File: src/rtl/pool_pkg.sv
// Shared definitions for the max-pooling datapath: word/window geometry,
// feeder state encoding and slot packing helpers.
package pool_pkg;

  localparam int DATA_W = 22;
  localparam int WIN    = 16;
  localparam int SLOT_W = (WIN > 1) ? $clog2(WIN) : 1;

  typedef enum logic {
    ST_FILL = 1'b0,
    ST_BUSY = 1'b1
  } pool_state_t;

  // Slot k occupies bits [k*DATA_W +: DATA_W]; slot 0 feeds input1.
  function automatic logic [DATA_W-1:0] get_slot(input logic [WIN*DATA_W-1:0] win,
                                                 input int unsigned k);
    return win[k*DATA_W +: DATA_W];
  endfunction

  function automatic logic [WIN*DATA_W-1:0] put_slot(input logic [WIN*DATA_W-1:0] win,
                                                     input int unsigned k,
                                                     input logic [DATA_W-1:0] word);
    logic [WIN*DATA_W-1:0] packed_win;
    packed_win = win;
    packed_win[k*DATA_W +: DATA_W] = word;
    return packed_win;
  endfunction

endpackage

File: src/rtl/pool_window_feeder_if.sv
// Bundle of the feeder's pixel stream, pooling-unit and result signals.
// master is the feeder side, slave is the upstream/pooling-unit side.
interface pool_window_feeder_if;
  import pool_pkg::*;

  logic [DATA_W-1:0]     pix_in;
  logic                  pix_valid;
  logic                  pix_ready;
  logic [WIN*DATA_W-1:0] win_data;
  logic                  enable;
  logic                  pool_done;
  logic [DATA_W-1:0]     pool_result;
  logic [DATA_W-1:0]     res_out;
  logic                  res_valid;
  logic                  frame_done;
  logic                  err_timeout;

  modport master (
    input  pix_in, pix_valid, pool_done, pool_result,
    output pix_ready, win_data, enable, res_out, res_valid, frame_done, err_timeout
  );

  modport slave (
    output pix_in, pix_valid, pool_done, pool_result,
    input  pix_ready, win_data, enable, res_out, res_valid, frame_done, err_timeout
  );

endinterface

File: src/rtl/pool_window_reg.sv
// WIN x DATA_W window storage with indexed slot write; presented flat so it
// can drive the pooling unit's input1..inputN directly.
module pool_window_reg
  import pool_pkg::*;
(
  input  logic                  clk,
  input  logic                  rst_n,
  input  logic                  wr_en,
  input  logic [SLOT_W-1:0]     wr_idx,
  input  logic [DATA_W-1:0]     wr_data,
  output logic [WIN*DATA_W-1:0] win_data
);

  genvar gi;
  generate
    for (gi = 0; gi < WIN; gi++) begin : g_slot
      logic [DATA_W-1:0] slot_reg;

      always_ff @(posedge clk or negedge rst_n) begin
        if (!rst_n) begin
          slot_reg <= '0;
        end else if (wr_en && (wr_idx == SLOT_W'(gi))) begin
          slot_reg <= wr_data;
        end
      end

      assign win_data[gi*DATA_W +: DATA_W] = slot_reg;
    end
  endgenerate

endmodule

File: src/rtl/pool_window_feeder.sv
// Packs a serial word stream into pooling windows, holds enable until the
// pooling unit finishes, and forwards the result with frame tracking.
module pool_window_feeder
  import pool_pkg::*;
#(
  parameter int FRAME_WORDS = 64,
  parameter int TIMEOUT     = 255
) (
  input  logic                 clk,
  input  logic                 rst_n,
  pool_window_feeder_if.master bus
);

  localparam int WIN_PER_FRAME = FRAME_WORDS / WIN;
  localparam int WCNT_W        = (WIN_PER_FRAME > 1) ? $clog2(WIN_PER_FRAME) : 1;
  localparam int BUSY_W        = $clog2(TIMEOUT + 1);

  localparam logic [SLOT_W-1:0] LAST_SLOT   = SLOT_W'(WIN - 1);
  localparam logic [WCNT_W-1:0] LAST_WIN    = WCNT_W'(WIN_PER_FRAME - 1);
  localparam logic [BUSY_W-1:0] TIMEOUT_CNT = BUSY_W'(TIMEOUT);

  pool_state_t       state_reg;
  logic              pix_ready_reg;
  logic              enable_reg;
  logic [SLOT_W-1:0] slot_idx_reg;
  logic [WCNT_W-1:0] win_cnt_reg;
  logic [BUSY_W-1:0] busy_cnt_reg;
  logic [DATA_W-1:0] res_out_reg;
  logic              res_valid_reg;
  logic              frame_done_reg;
  logic              err_timeout_reg;

  logic              accept;
  logic [BUSY_W-1:0] busy_inc;

  assign accept   = (state_reg == ST_FILL) && bus.pix_valid;
  assign busy_inc = busy_cnt_reg + 1'b1;

  pool_window_reg u_window (
    .clk      (clk),
    .rst_n    (rst_n),
    .wr_en    (accept),
    .wr_idx   (slot_idx_reg),
    .wr_data  (bus.pix_in),
    .win_data (bus.win_data)
  );

  always_ff @(posedge clk or negedge rst_n) begin
    if (!rst_n) begin
      state_reg       <= ST_FILL;
      pix_ready_reg   <= 1'b1;
      enable_reg      <= 1'b0;
      slot_idx_reg    <= '0;
      win_cnt_reg     <= '0;
      busy_cnt_reg    <= '0;
      res_out_reg     <= '0;
      res_valid_reg   <= 1'b0;
      frame_done_reg  <= 1'b0;
      err_timeout_reg <= 1'b0;
    end else begin
      res_valid_reg  <= 1'b0;
      frame_done_reg <= 1'b0;
      case (state_reg)
        ST_FILL: begin
          if (accept) begin
            if (slot_idx_reg == LAST_SLOT) begin
              slot_idx_reg  <= '0;
              busy_cnt_reg  <= '0;
              state_reg     <= ST_BUSY;
              pix_ready_reg <= 1'b0;
              enable_reg    <= 1'b1;
            end else begin
              slot_idx_reg <= slot_idx_reg + 1'b1;
            end
          end
        end
        ST_BUSY: begin
          // A done on the same edge as the timeout still delivers the result.
          if (bus.pool_done) begin
            res_out_reg   <= bus.pool_result;
            res_valid_reg <= 1'b1;
            if (win_cnt_reg == LAST_WIN) begin
              win_cnt_reg    <= '0;
              frame_done_reg <= 1'b1;
            end else begin
              win_cnt_reg <= win_cnt_reg + 1'b1;
            end
            state_reg     <= ST_FILL;
            pix_ready_reg <= 1'b1;
            enable_reg    <= 1'b0;
          end else if (busy_inc == TIMEOUT_CNT) begin
            err_timeout_reg <= 1'b1;
            state_reg       <= ST_FILL;
            pix_ready_reg   <= 1'b1;
            enable_reg      <= 1'b0;
          end else begin
            busy_cnt_reg <= busy_inc;
          end
        end
        default: begin
          state_reg     <= ST_FILL;
          pix_ready_reg <= 1'b1;
          enable_reg    <= 1'b0;
        end
      endcase
    end
  end

  assign bus.pix_ready   = pix_ready_reg;
  assign bus.enable      = enable_reg;
  assign bus.res_out     = res_out_reg;
  assign bus.res_valid   = res_valid_reg;
  assign bus.frame_done  = frame_done_reg;
  assign bus.err_timeout = err_timeout_reg;

endmodule

File: src/flat_wrapper.sv
// flat-port wrapper written by rule: the top's interface ports become plain ports
module pool_window_feeder_flat import pool_pkg::*;
#(
  parameter int FRAME_WORDS = 64,
  parameter int TIMEOUT     = 255
)
  (clk, rst_n, bus_pix_in, bus_pix_valid, bus_pool_done, bus_pool_result, bus_pix_ready, bus_win_data, bus_enable, bus_res_out, bus_res_valid, bus_frame_done, bus_err_timeout);
  pool_window_feeder_if bus_i ();
  input  logic clk;
  input  logic rst_n;
  input wire logic [$bits(bus_i.pix_in)-1:0] bus_pix_in;
  input wire logic [$bits(bus_i.pix_valid)-1:0] bus_pix_valid;
  input wire logic [$bits(bus_i.pool_done)-1:0] bus_pool_done;
  input wire logic [$bits(bus_i.pool_result)-1:0] bus_pool_result;
  output wire logic [$bits(bus_i.pix_ready)-1:0] bus_pix_ready;
  output wire logic [$bits(bus_i.win_data)-1:0] bus_win_data;
  output wire logic [$bits(bus_i.enable)-1:0] bus_enable;
  output wire logic [$bits(bus_i.res_out)-1:0] bus_res_out;
  output wire logic [$bits(bus_i.res_valid)-1:0] bus_res_valid;
  output wire logic [$bits(bus_i.frame_done)-1:0] bus_frame_done;
  output wire logic [$bits(bus_i.err_timeout)-1:0] bus_err_timeout;
  assign bus_i.pix_in = bus_pix_in;
  assign bus_i.pix_valid = bus_pix_valid;
  assign bus_i.pool_done = bus_pool_done;
  assign bus_i.pool_result = bus_pool_result;
  assign bus_pix_ready = bus_i.pix_ready;
  assign bus_win_data = bus_i.win_data;
  assign bus_enable = bus_i.enable;
  assign bus_res_out = bus_i.res_out;
  assign bus_res_valid = bus_i.res_valid;
  assign bus_frame_done = bus_i.frame_done;
  assign bus_err_timeout = bus_i.err_timeout;
  pool_window_feeder #(.FRAME_WORDS(FRAME_WORDS), .TIMEOUT(TIMEOUT)) u_core (.clk(clk), .rst_n(rst_n), .bus(bus_i));
endmodule
File: config.mk
export PLATFORM = sky130hd
export DESIGN_NAME = pool_window_feeder_flat
export DESIGN_NICKNAME = d
export VERILOG_FILES = /design/src/rtl/pool_pkg.sv /design/src/rtl/pool_window_feeder_if.sv /design/src/rtl/pool_window_reg.sv /design/src/rtl/pool_window_feeder.sv /design/src/flat_wrapper.sv
export SDC_FILE = /design/constraint.sdc
export NUM_CORES = 1
export LEC_CHECK = 0
export ABC_CLOCK_PERIOD_IN_PS = 2500
export BUFFER_PORTS_ARGS = -buffer_cell sky130_fd_sc_hd__buf_2
export CAP_MARGIN = 25
export CELL_PAD_IN_SITES_DETAIL_PLACEMENT = 0
export CELL_PAD_IN_SITES_GLOBAL_PLACEMENT = 1
export CORE_ASPECT_RATIO = 1.5
export CORE_UTILIZATION = 46
export DETAILED_ROUTE_END_ITERATION = 8
export PLACE_DENSITY = 0.95
export SLEW_MARGIN = 20
export SYNTH_ARGS = -nofsm -noshare
export SYNTH_HDL_FRONTEND = slang
export SYNTH_SLANG_ARGS = --single-unit
File: constraint.sdc
create_clock -name clk -period 2.5 [get_ports clk]
set_input_delay 0.25 -clock clk [delete_from_list [all_inputs] [get_ports clk]]
set_output_delay 0.25 -clock clk [all_outputs]
set_load 0.05 [all_outputs]
# After elaboration in Yosys (flattened, before gate mapping)
# Index checks and enable logic that the tools add are counted.
dict set report word_totals {
  reg_bits 394
  input_bits 48
}
dict set report op_classes {
  n_eq_ne 22
  n_bitwise 2
  n_mux 27
  add_sub_neg 3
  reduce_logical 23
}
# cell n
set op_table {}
lappend op_table {{4-bit == test, second input constant} 8}
lappend op_table {{8-bit 2-to-1 mux} 4}
lappend op_table {{1-bit logical AND} 17}
lappend op_table {{1-bit 2-to-1 mux} 17}
lappend op_table {{4-bit by 3-bit == test with 1-bit output, second input constant} 4}
lappend op_table {{8-bit case mux with 2 select lines} 1}
lappend op_table {{8-bit by 1-bit adder with 8-bit output, second input constant} 1}
lappend op_table {{4-bit by 2-bit == test with 1-bit output, second input constant} 2}
lappend op_table {{8-bit == test, second input constant} 1}
lappend op_table {{2-bit != test, second input constant} 4}
lappend op_table {{1-bit case mux with 2 select lines} 3}
lappend op_table {{3-bit AND reduction} 2}
lappend op_table {{4-bit by 1-bit adder with 4-bit output, second input constant} 1}
lappend op_table {{4-bit by 1-bit == test with 1-bit output, second input constant} 1}
lappend op_table {{4-bit logical NOT} 1}
lappend op_table {{4-bit 2-to-1 mux} 1}
lappend op_table {{2-bit AND reduction} 2}
lappend op_table {{4-bit AND reduction} 1}
lappend op_table {{3-bit != test, second input constant} 1}
lappend op_table {{2-bit by 1-bit adder with 2-bit output, second input constant} 1}
lappend op_table {{2-bit == test, second input constant} 1}
lappend op_table {{2-bit 2-to-1 mux} 1}
lappend op_table {{1-bit NOT} 2}

# Logic depth before layout (Yosys ltp)
# Gate-level depths: netlist of run 1.
dict set report logic_depth {
  depth_word 5
  depth_mapped 7
}

# Hierarchy
# Synthesis of run 1 repeated with hierarchy kept, for this count alone.
dict set report hier_totals {
  cells_unflattened 937
  area_unflattened_um2 15104.5
}
# module area_each_um2 seq_area_each_um2 cells_each n_inst
set modules_own_cells {}
lappend modules_own_cells {pool_window_reg 13237.7 8808.4 788 1}
lappend modules_own_cells {pool_window_feeder 1866.8 1052.3 149 1}

# Worst setup path after synthesis of run 1
# Ideal clock, no wire load.
dict set report synth_path {
  kind {reg-to-reg}
  startpoint {register u_core.slot_idx_reg[0]}
  endpoint {register u_core.u_window.g_slot[15].slot_reg[20]}
  arrival_ns 1.579
  setup_ns 0.125
  path_stages_with_launch 6
  slack_ns 0.796
  path_buffers 1
  synth_period_minus_slack_ns 1.704
  required_ns 2.375
  cell_sequence {dfrtp_1 ha_1 and3_1 nand2_1 clkbuf_1 mux2_2}
}
dict set report synth_via {
  elab_chain_cells 2
}
# element line
set synth_lines {}
lappend synth_lines {{start, declared} pool_window_feeder.sv:25} ;# logic [SLOT_W-1:0] slot_idx_reg;
lappend synth_lines {{start signal, assigned} pool_window_feeder.sv:73} ;# slot_idx_reg <= slot_idx_reg + 1'b1;
lappend synth_lines {{4-bit == test} pool_window_reg.sv:22} ;# end else if (wr_en && (wr_idx == SLOT_W'(gi))) begin
lappend synth_lines {{1-bit logical AND} pool_window_reg.sv:22}
lappend synth_lines {{end signal, assigned} pool_window_reg.sv:23} ;# slot_reg <= wr_data;
lappend synth_lines {{end, declared} pool_window_reg.sv:17} ;# logic [DATA_W-1:0] slot_reg;
# No other way between the ends.
# A chain may end at the register's enable or synchronous reset.

# Worst setup path after layout of run 1
dict set report layout_path {
  startpoint {register u_core.state_reg}
  endpoint {register u_core.u_window.g_slot[14].slot_reg[6]}
}
dict set report layout_via {
  elab_chain_cells 3
}
# element line
set layout_lines {}
lappend layout_lines {{start, declared} pool_window_feeder.sv:22} ;# pool_state_t state_reg;
lappend layout_lines {{start signal, assigned} pool_window_feeder.sv:50} ;# state_reg <= ST_FILL;
lappend layout_lines {{start signal, assigned} pool_window_feeder.sv:69} ;# state_reg <= ST_BUSY;
lappend layout_lines {{start signal, assigned} pool_window_feeder.sv:88} ;# state_reg <= ST_FILL;
lappend layout_lines {{1-bit NOT} pool_window_feeder.sv:36} ;# assign accept = (state_reg == ST_FILL) && bus.pix_valid;
lappend layout_lines {{1-bit logical AND} pool_window_feeder.sv:36}
lappend layout_lines {{1-bit logical AND} pool_window_reg.sv:22}
lappend layout_lines {{end signal, assigned} pool_window_reg.sv:23}
lappend layout_lines {{end, declared} pool_window_reg.sv:17}
# No other way between the ends.

==> results of run 1 <==
## cell families after synthesis
kind of cell               after synthesis  synth area share [%]
buffers and inverters                   68                  2.04
muxes                                  376                  28.1
xor gates and xnor gates                 1                0.0581
adders and majority gates                7                 0.581
DFF                                    394                  65.4
and+or+nand+nor                         67                  2.40
AOI/OAI and AO/OA                       30                  1.39
## Yosys cell counts, drive strengths merged
master	number	area [um^2]
nor4	1	6.26
nor4b	1	8.76
and3b	1	10.0
nor2	5	23.8
nand4	2	12.5
clkbuf	25	95.1
nor3b	1	12.5
nand3b	2	15.0
nand2b	2	12.5
o211ai	2	15.0
a211oi	1	12.5
a32o	1	10.0
or3	1	6.26
o32ai	1	8.76
inv	6	22.5
nand2	27	101
mux2i	1	10.0
or2b	1	7.51
dfrtp	393	9830
o31a	1	10.0
and4b	1	11.3
o22ai	1	6.26
a21bo	1	10.0
nand3	7	35.0
ha	7	87.6
and3	6	42.5
a21oi	3	15.0
nor2b	1	6.26
xnor2	1	8.76
dfstp	1	26.3
o31ai	3	22.5
a21o	4	31.3
buf	37	190
and2	2	12.5
and2b	1	7.51
a31oi	4	25.0
nor3	5	30.0
mux2	375	4220
o21a	1	7.51
o21ai	7	35.0
## repair_timing
action,CTS,global route
hold buffers,23,0
setup endpoints to repair,0,0
endpoints found under the hold margin,90,0
## cells in the final DEF (no fill, tap or decap), types with 21 or more instances in the layout
| cell | Yosys | final |
|---|---|---|
| nand2_1 | 27 | 27 |
| buf_2 | 35 | 425 |
| dfrtp_1 | 393 | 393 |
| dlygate4sd3_1 | 0 | 23 |
| clkbuf_16 | 0 | 37 |
| mux2_2 | 371 | 371 |
| buf_4 | 2 | 21 |
## final timing paths
kind | startpoint | end | slack, ns | depth (start not counted)
setup reg to reg | u_core.state_reg$_DFF_PN0_ | u_core.u_window.g_slot[14].slot_reg[6]$_DFFE_PN0P_ | 0.52 | 5
max in group asynchronous | rst_n | u_core.u_window.g_slot[0].slot_reg[17]$_DFFE_PN0P_ | 1.28 | 3
setup / recovery | u_core.state_reg$_DFF_PN0_ | u_core.u_window.g_slot[14].slot_reg[6]$_DFFE_PN0P_ | 0.52 | 5
hold / removal | bus_pool_done | u_core.bus.enable$_DFFE_PN0P_ | 0.05 | 2
min in group asynchronous | rst_n | u_core.u_window.g_slot[5].slot_reg[14]$_DFFE_PN0P_ | 0.35 | 2
hold reg to reg | u_core.bus.err_timeout$_DFFE_PN0P_ | u_core.bus.err_timeout$_DFFE_PN0P_ | 0.46 | 1
## through the flow
stage,cells,setup slack (ns),hold slack (ns),util (%),area (um^2)
after floorplan,943,0.796,-0.0456,-,15100
after CTS,1831,0.524,0.0195,59.7,19100
after global placement,1745,0.588,0.302,55.4,17700
after detailed placement,1745,0.545,0.314,55.4,17700
final,1831,0.522,0.0476,59.7,19100
after global routing,1831,0.420,0.0333,59.7,19100
## area by class of cell
class	count	area (um^2)	area share, %
clock inverter	12	121	0.634
clock buffer	51	1050	5.48
sequential	394	9860	51.5
inverter	6	22.5	0.118
multi-input combinational	481	4900	25.6
tap	410	513	2.68
timing repair buffer	477	2670	14.0
## metal layers
metal | up-vias | GRT usage (%) | wire, um
li1 | 4236 | - | -
met1 | 4965 | 25.6 | 13900
met2 | 367 | 44.1 | 21500
met3 | 106 | 5.40 | 2410
met4 | 0 | 11.5 | 2030
met5 | - | 0 | 0
## worst max-delay path: stages, from the launching register on
cell     delay, ns
dfrtp_1       0.54
and2b_1       0.30
and3_1        0.24
nand2_1       0.07
buf_4         0.31
mux2_2        0.39
==> impl_metrics.ini, run 1 <==
[timing]
setup_viol = 0
worstMarginPinSlew_ns = 0.689
maxSlewViolCount = 0
period_share_pct = 79.1
setup_tns_ns = 0
skew_ns = 0.0136
rsz0062_at_grt = false
relSlewSlack_pct = 54.1
period_minus_slack_ns = 1.98
hold_viol = 0
fmax_mhz = 506

[synth]
ys_ff_latch = 394
synth_cells = 943
ys_seq_area_share_pct = 65.4
syn_nets = 998
ys_types = 47
syn-cell-area_mm2 = 0.0151
avgSynthCellArea_um2 = 16.0
yosysWarnings = 0

[route]
drtPass1Iterations = 4
wl_per_cell_um = 21.7
ant_nets = 0
drt_iter0_markers = 274
drcViolationCount = 0
vias_per_cell = 5.28
routed_wl_um = 39800
num_vias = 9674

[run]
cap_violations = 0

[hold_path]
hold_class = in2reg

[critical_path]
cp_max_fo = 22
worstPathArrival_ns = 2.38
worst_ep_required_time_ns = 2.90
crit_path_end_kind = flip-flop
start_kind = flip-flop
critPathKind = reg2reg

[die]
ioPinCount = 427
die_h_um = 224
initial_core_util_pct = 47.0
core_mm2 = 0.0320
dieArea_mm2 = 0.0335
fp.dieW_um = 150
fp-row-count = 80

[grt]
grt_max_degree = 84
gr-total-overflow = 0
grt_pass1_wl_um = 60300
grt_pass1_vias = 10300
antenna_found_initial = 0
grt.total_usage_pct = 24.0

[clock_tree]
root_buffer = clkbuf_16
clkTransAtPathRegs_ns = 0.07
cts_tree = done
cts_sinks = 394
clk_path_buf_depth = 3
post_cts_buffers = 0
cts_buffers = 37
cts_resized = 0
htreeDepth = 2
clk_latency_ns = 0.52

[placement]
place_hpwl_um = 27700
place_congestion = 0.812
io_buffers = 426

[cells_and_area]
drive_gt1_share_pct = 62.8
insertedDiodeCount = 0
nFillCells = 2444
synthToLayoutAreaGrowth_pct = 27.0
num-nets-final = 1452
largest_register_ffs = 352

[status]
status = complete, no violations
Power of run 1 is not shown: default switching activity piles up to over one toggle a cycle in this logic, so the estimate is an artifact.
==> inputs of run 2 (changes only) <==
ABC_AREA = 1   (was unset)
ABC_CLOCK_PERIOD_IN_PS = 1590   (was 2500)
CORE_UTILIZATION = 35   (was 46)
PLACE_DENSITY = 0.86   (was 0.95)
clock period = 1.59 ns   (was 2.5 ns; I/O delays follow)
==> run 2 against run 1 <==
  * The run now ends with setup timing left
  * Worst hold slack better by 0.065 ns
  * Cell count increased by 37%
  * Core utilization decreased by 8.3 points
  * Global-route usage decreased by 2.1 points
  * Die area up 26%
==> impl_metrics.ini, run 2 <==
[clock_tree]
cts_sinks = 394
clk_path_buf_depth = 3
htreeDepth = 2
cts_tree = done
root_buffer = clkbuf_16
clk_latency_ns = 0.53
clkTransAtPathRegs_ns = 0.06
cts_buffers = 38

[timing]
hold_viol = 0
period_minus_slack_ns = 1.82
maxSlewViolCount = 0
worst_slack_ns = -0.226
worstMarginPinSlew_ns = 0.511
rsz0062_at_grt = true
skew_ns = 0.0151
holdWs_ns = 0.113
setup_viol = 229
fmax_mhz = 551
relSlewSlack_pct = 65.8
period_share_pct = 114

[critical_path]
crit_chain = buf_6, ha_4, inv_1, nand2_1, nand2_1, nor2_1, nand3_1, nor2_2, nand2_2, nand2_4, buf_6, nand2_4, nand2_2, nand2_1
cp_max_fo = 4
cp_slowest_cell = dfrtp_1
startpoint = u_core.busy_cnt_reg[1]$_DFFE_PN0P_
cp_common_cell = nand2_1
start_kind = flip-flop
cpPeakStageDelay_ns = 0.37
r2r_start = u_core.busy_cnt_reg[1]$_DFFE_PN0P_
worstPathArrival_ns = 2.23
critPathKind = reg2reg
crit_path_end_kind = flip-flop
worst_ep_required_time_ns = 2.00

[cells_and_area]
nFillCells = 3627
seqCellArea_mm2 = 0.00987
finalInstanceArea_mm2 = 0.0208
drive_gt1_share_pct = 37.8
final_cell_count_no_fill = 2501
num-nets-final = 2020
layout_common_cells = 425 x buf_2, 389 x dfrtp_1, 273 x nand2_1, 165 x nor2_1, 154 x a21oi_1
multiInputGateArea_mm2 = 0.00443
layout_commonest_cell = buf_2
synthToLayoutAreaGrowth_pct = 43.9
largest_register_ffs = 352

[status]
status = finished, violations left
violations = setup timing

[synth]
synth_most_common_cell = dfrtp_1
netlist.area_leader.share_pct = 67.9
synth_cells = 1428
syn-cell-area_mm2 = 0.0145
ys_seq_area_share_pct = 68.1
async_reset_ff_share_pct = 100
ys_types = 25
synthTopCellsByCount = 393 x dfrtp_1, 293 x nand2_1, 195 x nor2_1
syn_nets = 1483
yosysWarnings = 0
synth_edf_count = 0
ys_ff_latch = 394
synth_area_leaders = dfrtp_1 68%, nand2_1 7.6%, a21oi_1 6.1%
yosysTopAreaCell = dfrtp_1
avgSynthCellArea_um2 = 10.1
dominantRegCellSynth = dfrtp_1

[grt]
antenna_found_initial = 1
gr-total-overflow = 0
grt_pass1_vias = 12100
grt_pass1_wl_um = 70400
grt_max_degree = 79
grt.total_usage_pct = 22.0

[run]
cap_violations = 0

[placement]
dp_cells = 2355
place_hpwl_um = 31000
postPlaceCellArea_mm2 = 0.0179
io_buffers = 426
place_congestion = 0.841
pre_cts_slack_ns = -0.187

[die]
fp-row-count = 90
dieArea_mm2 = 0.0422
core_mm2 = 0.0405
fp.dieW_um = 168
initial_core_util_pct = 35.7
die_h_um = 251
ioPinCount = 427

[route]
drt_iter0_markers = 705
ant_nets = 0
wl_per_cell_um = 20.4
drcViolationCount = 0
num_vias = 12300
routed_wl_um = 50900
vias_per_cell = 4.94
drtPass1Iterations = 5

[hold_path]
hold_class = in2async
[run 2: logic make-up after synthesis]
kind of cell	Yosys count	synth area share [%]
flops	394	68.1
simple gates	522	14.2
compound gates	361	12.6
xor+xnor	2	0.121
fa+ha+maj	7	0.605
buf+inv	142	4.41
[run 2: repair_timing]
item                                   CTS  global route
setup buffers                           14            15
hold buffers                            24             0
pin swaps                                6            15
gates cloned                             8            20
setup endpoints to repair              224           298
gates resized for setup                 66           129
endpoints found under the hold margin  232             0
[run 2: through the flow]
stage	TNS (ns)	util (%)
finish	-11.51	51.4
global route	-41.19	51.4
CTS	-2.39	49.2
detailed placement	-12.65	44.1
global placement	-3.97	44.1
floorplan	0	-
[run 2: final cells by class]
type / instances / share of cell area, %
inverter: 46 / 0.889
antenna: 3 / 0.0360
sequential: 394 / 47.3
multi-input combinational: 892 / 21.3
clock buffer: 53 / 5.42
clock inverter: 14 / 1.12
timing repair inverter: 1 / 0.0420
timing repair buffer: 592 / 20.9
tap: 506 / 3.04
[run 2: critical path, delay by kind of cell (launching register included)]
family | cells | cell delay [ns]
simple gates | 10 | 0.90
flops | 1 | 0.37
buf+inv | 3 | 0.28
fa+ha+maj | 1 | 0.14
[run 2: layer usage]
| layer | wire length [um] | vias up | global-route usage (%) |
|---|---|---|---|
| met5 | 0 | - | 0 |
| met4 | 2950 | 0 | 10.8 |
| met3 | 2480 | 133 | 3.57 |
| met2 | 27600 | 432 | 40.4 |
| met1 | 17900 | 6075 | 24.4 |
| li1 | - | 5706 | - |
[run 2: final timing paths]
check,endpoint,slack [ns],cells past startpoint
max in group asynchronous,u_core.u_window.g_slot[4].slot_reg[3]$_DFFE_PN0P_,0.73,4
max,u_core.bus.enable$_DFFE_PN0P_,-0.23,14
max reg2reg,u_core.bus.enable$_DFFE_PN0P_,-0.23,14
min reg2reg,u_core.bus.pix_ready$_DFFE_PN1P_,0.47,2
min,u_core.u_window.g_slot[13].slot_reg[18]$_DFFE_PN0P_,0.11,2
min in group clk,u_core.u_window.g_slot[4].slot_reg[18]$_DFFE_PN0P_,0.11,4
Power of run 2 is left out for the same reason.
==> inputs of run 3 (changes only) <==
PLACE_DENSITY = unset   (was 0.86)
PLACE_DENSITY_LB_ADDON = 0.1   (was unset)
==> run 3 against run 2 <==
  * The run still ends with setup timing left
  * Design area increased by 6.3%
  * Worst hold slack got worse by 0.053 ns
  * Core utilization increased by 3.2 points
  * Routed wire length increased by 7.7%
  * First-iteration DRC count decreased by 18%
  * Highest routed layer unchanged
  * Die area unchanged
  * Register-to-register slack improved by 0.13 ns
  * Critical path depth decreased by 4
  * Clock-buffer cell count decreased by 2
==> impl_metrics.ini, run 3 (synthesis results as in run 2) <==
[grt]
grt.met3_usage_pct = 5.26
use_met2_pct = 38.3
grt_max_degree = 70
gr-total-overflow = 0
met1_usage_pct = 25.8
antenna_found_initial = 0
grt_pass1_wl_um = 70200
grt.total_usage_pct = 21.8
grt_pass1_vias = 11400
busiest_layer = met2

[route]
routed_wl_um = 54900
drt_iter0_markers = 578
ant_nets = 0
vias_per_cell = 4.89
drcViolationCount = 0
drtPass1Iterations = 5
num_vias = 12300
wl_per_cell_um = 21.8

[clock_tree]
cts_buffers = 40
clk_path_buf_depth = 3
root_buffer = clkbuf_16
cts_sinks = 394
clk_latency_ns = 0.55
htreeDepth = 2
cts_tree = done
clkTransAtPathRegs_ns = 0.06

[timing]
holdWs_ns = 0.0605
relSlewSlack_pct = 70.9
fmax_mhz = 593
maxSlewViolCount = 0
setup_viol = 86
worstMarginPinSlew_ns = 0.437
skew_ns = 0.0223
rsz0062_at_grt = true
period_minus_slack_ns = 1.69
hold_viol = 0
worst_slack_ns = -0.0975
period_share_pct = 106

[die]
die_h_um = 251
fp-row-count = 90
ioPinCount = 427
core_mm2 = 0.0405
fp.dieW_um = 168
dieArea_mm2 = 0.0422
initial_core_util_pct = 35.7

[critical_path]
r2r_cells = 10
r2r_start = u_core.slot_idx_reg[0]$_DFFE_PN0P_
ff2ff_setup_slack_ns = -0.1
critPathKind = reg2reg
worstPathArrival_ns = 2.10
start_kind = flip-flop
worst_ep_required_time_ns = 2.00
crit_path_end_kind = flip-flop
cp_max_fo = 22
timing.rr.end = u_core.u_window.g_slot[14].slot_reg[11]$_DFFE_PN0P_

[cells_and_area]
layout_common_cells = 425 x buf_2, 390 x dfrtp_1, 252 x nand2_1, 121 x o21ai_0, 90 x a21oi_2
postLayoutCoreUtil_pct = 54.6
num-nets-final = 2034
layout_commonest_cell = buf_2
largest_register_ffs = 352
synthToLayoutAreaGrowth_pct = 52.9
insertedDiodeCount = 0
drive_gt1_share_pct = 47.5

[placement]
place_hpwl_um = 31300
place_congestion = 0.789
io_buffers = 426

[hold_path]
whs_endpoint = u_core.state_reg$_DFF_PN0_
hold_depth = 4
hold_class = in2reg
min_from = bus_pool_done

[status]
status = finished, violations left
violations = setup timing

[run]
cap_violations = 0
[run 3: critical path, stage by stage, from the launching register on]
cell	delay, ns
dfrtp_1	0.41
inv_2	0.12
ha_4	0.14
inv_2	0.04
nor2_4	0.10
buf_6	0.11
buf_6	0.09
nand3_4	0.14
clkbuf_16	0.25
nand2_1	0.06
o21ai_0	0.08
[run 3: stage by stage]
step	setup TNS (ns)	setup slack [ns]	cell area (um^2)	cells
2_1_floorplan	0	0.0607	14500	1428
3_3_place_gp	-4.59	-0.0936	17800	2349
3_5_place_dp	-6.22	-0.103	17800	2349
4_1_cts	-0.243	-0.0474	19700	2457
5_1_grt	-17.75	-0.188	22100	2515
6_report	-2.63	-0.0975	22100	2515
[run 3: worst max-delay path by stage]
| stage | startpoint | to | slack, ns | cells past startpoint |
|---|---|---|---|---|
| after global placement | u_core.slot_idx_reg[0]$_DFFE_PN0P_ | u_core.u_window.g_slot[6].slot_reg[3]$_DFFE_PN0P_ | -0.09 | 9 |
| after detailed placement | u_core.slot_idx_reg[0]$_DFFE_PN0P_ | u_core.u_window.g_slot[6].slot_reg[1]$_DFFE_PN0P_ | -0.10 | 9 |
| after global routing | u_core.busy_cnt_reg[1]$_DFFE_PN0P_ | u_core.busy_cnt_reg[2]$_DFFE_PN0P_ | -0.19 | 12 |
| after floorplan | u_core.busy_cnt_reg[0]$_DFFE_PN0P_ | u_core.bus.enable$_DFFE_PN0P_ | 0.06 | 11 |
| final | u_core.slot_idx_reg[0]$_DFFE_PN0P_ | u_core.u_window.g_slot[14].slot_reg[11]$_DFFE_PN0P_ | -0.1 | 10 |
| after CTS | u_core.busy_cnt_reg[0]$_DFFE_PN0P_ | u_core.busy_cnt_reg[1]$_DFFE_PN0P_ | -0.05 | 12 |
[run 3: layout make-up]
class	count	area, um^2
timing repair buffer	605	4720
tap	506	633
multi-input combinational	892	5320
clock inverter	21	278
sequential	394	9860
clock buffer	51	1140
fill	3703	18400
inverter	46	188
[run 3: metal layers]
metal,share of wire (%),vias up
met5,0,-
met2,55,364
met4,3.5,0
met1,37,6126
met3,5.4,84
li1,-,5725
[run 3: what timing repair did]
action	4_1_cts	5_1_grt
hold buffers	23	0
setup endpoints to repair	204	230
cloned	3	41
hold endpoints to repair	415	0
buffers inserted	10	19
resized for setup	25	437
pin swaps	4	35
Power of run 3 is left out for the same reason.
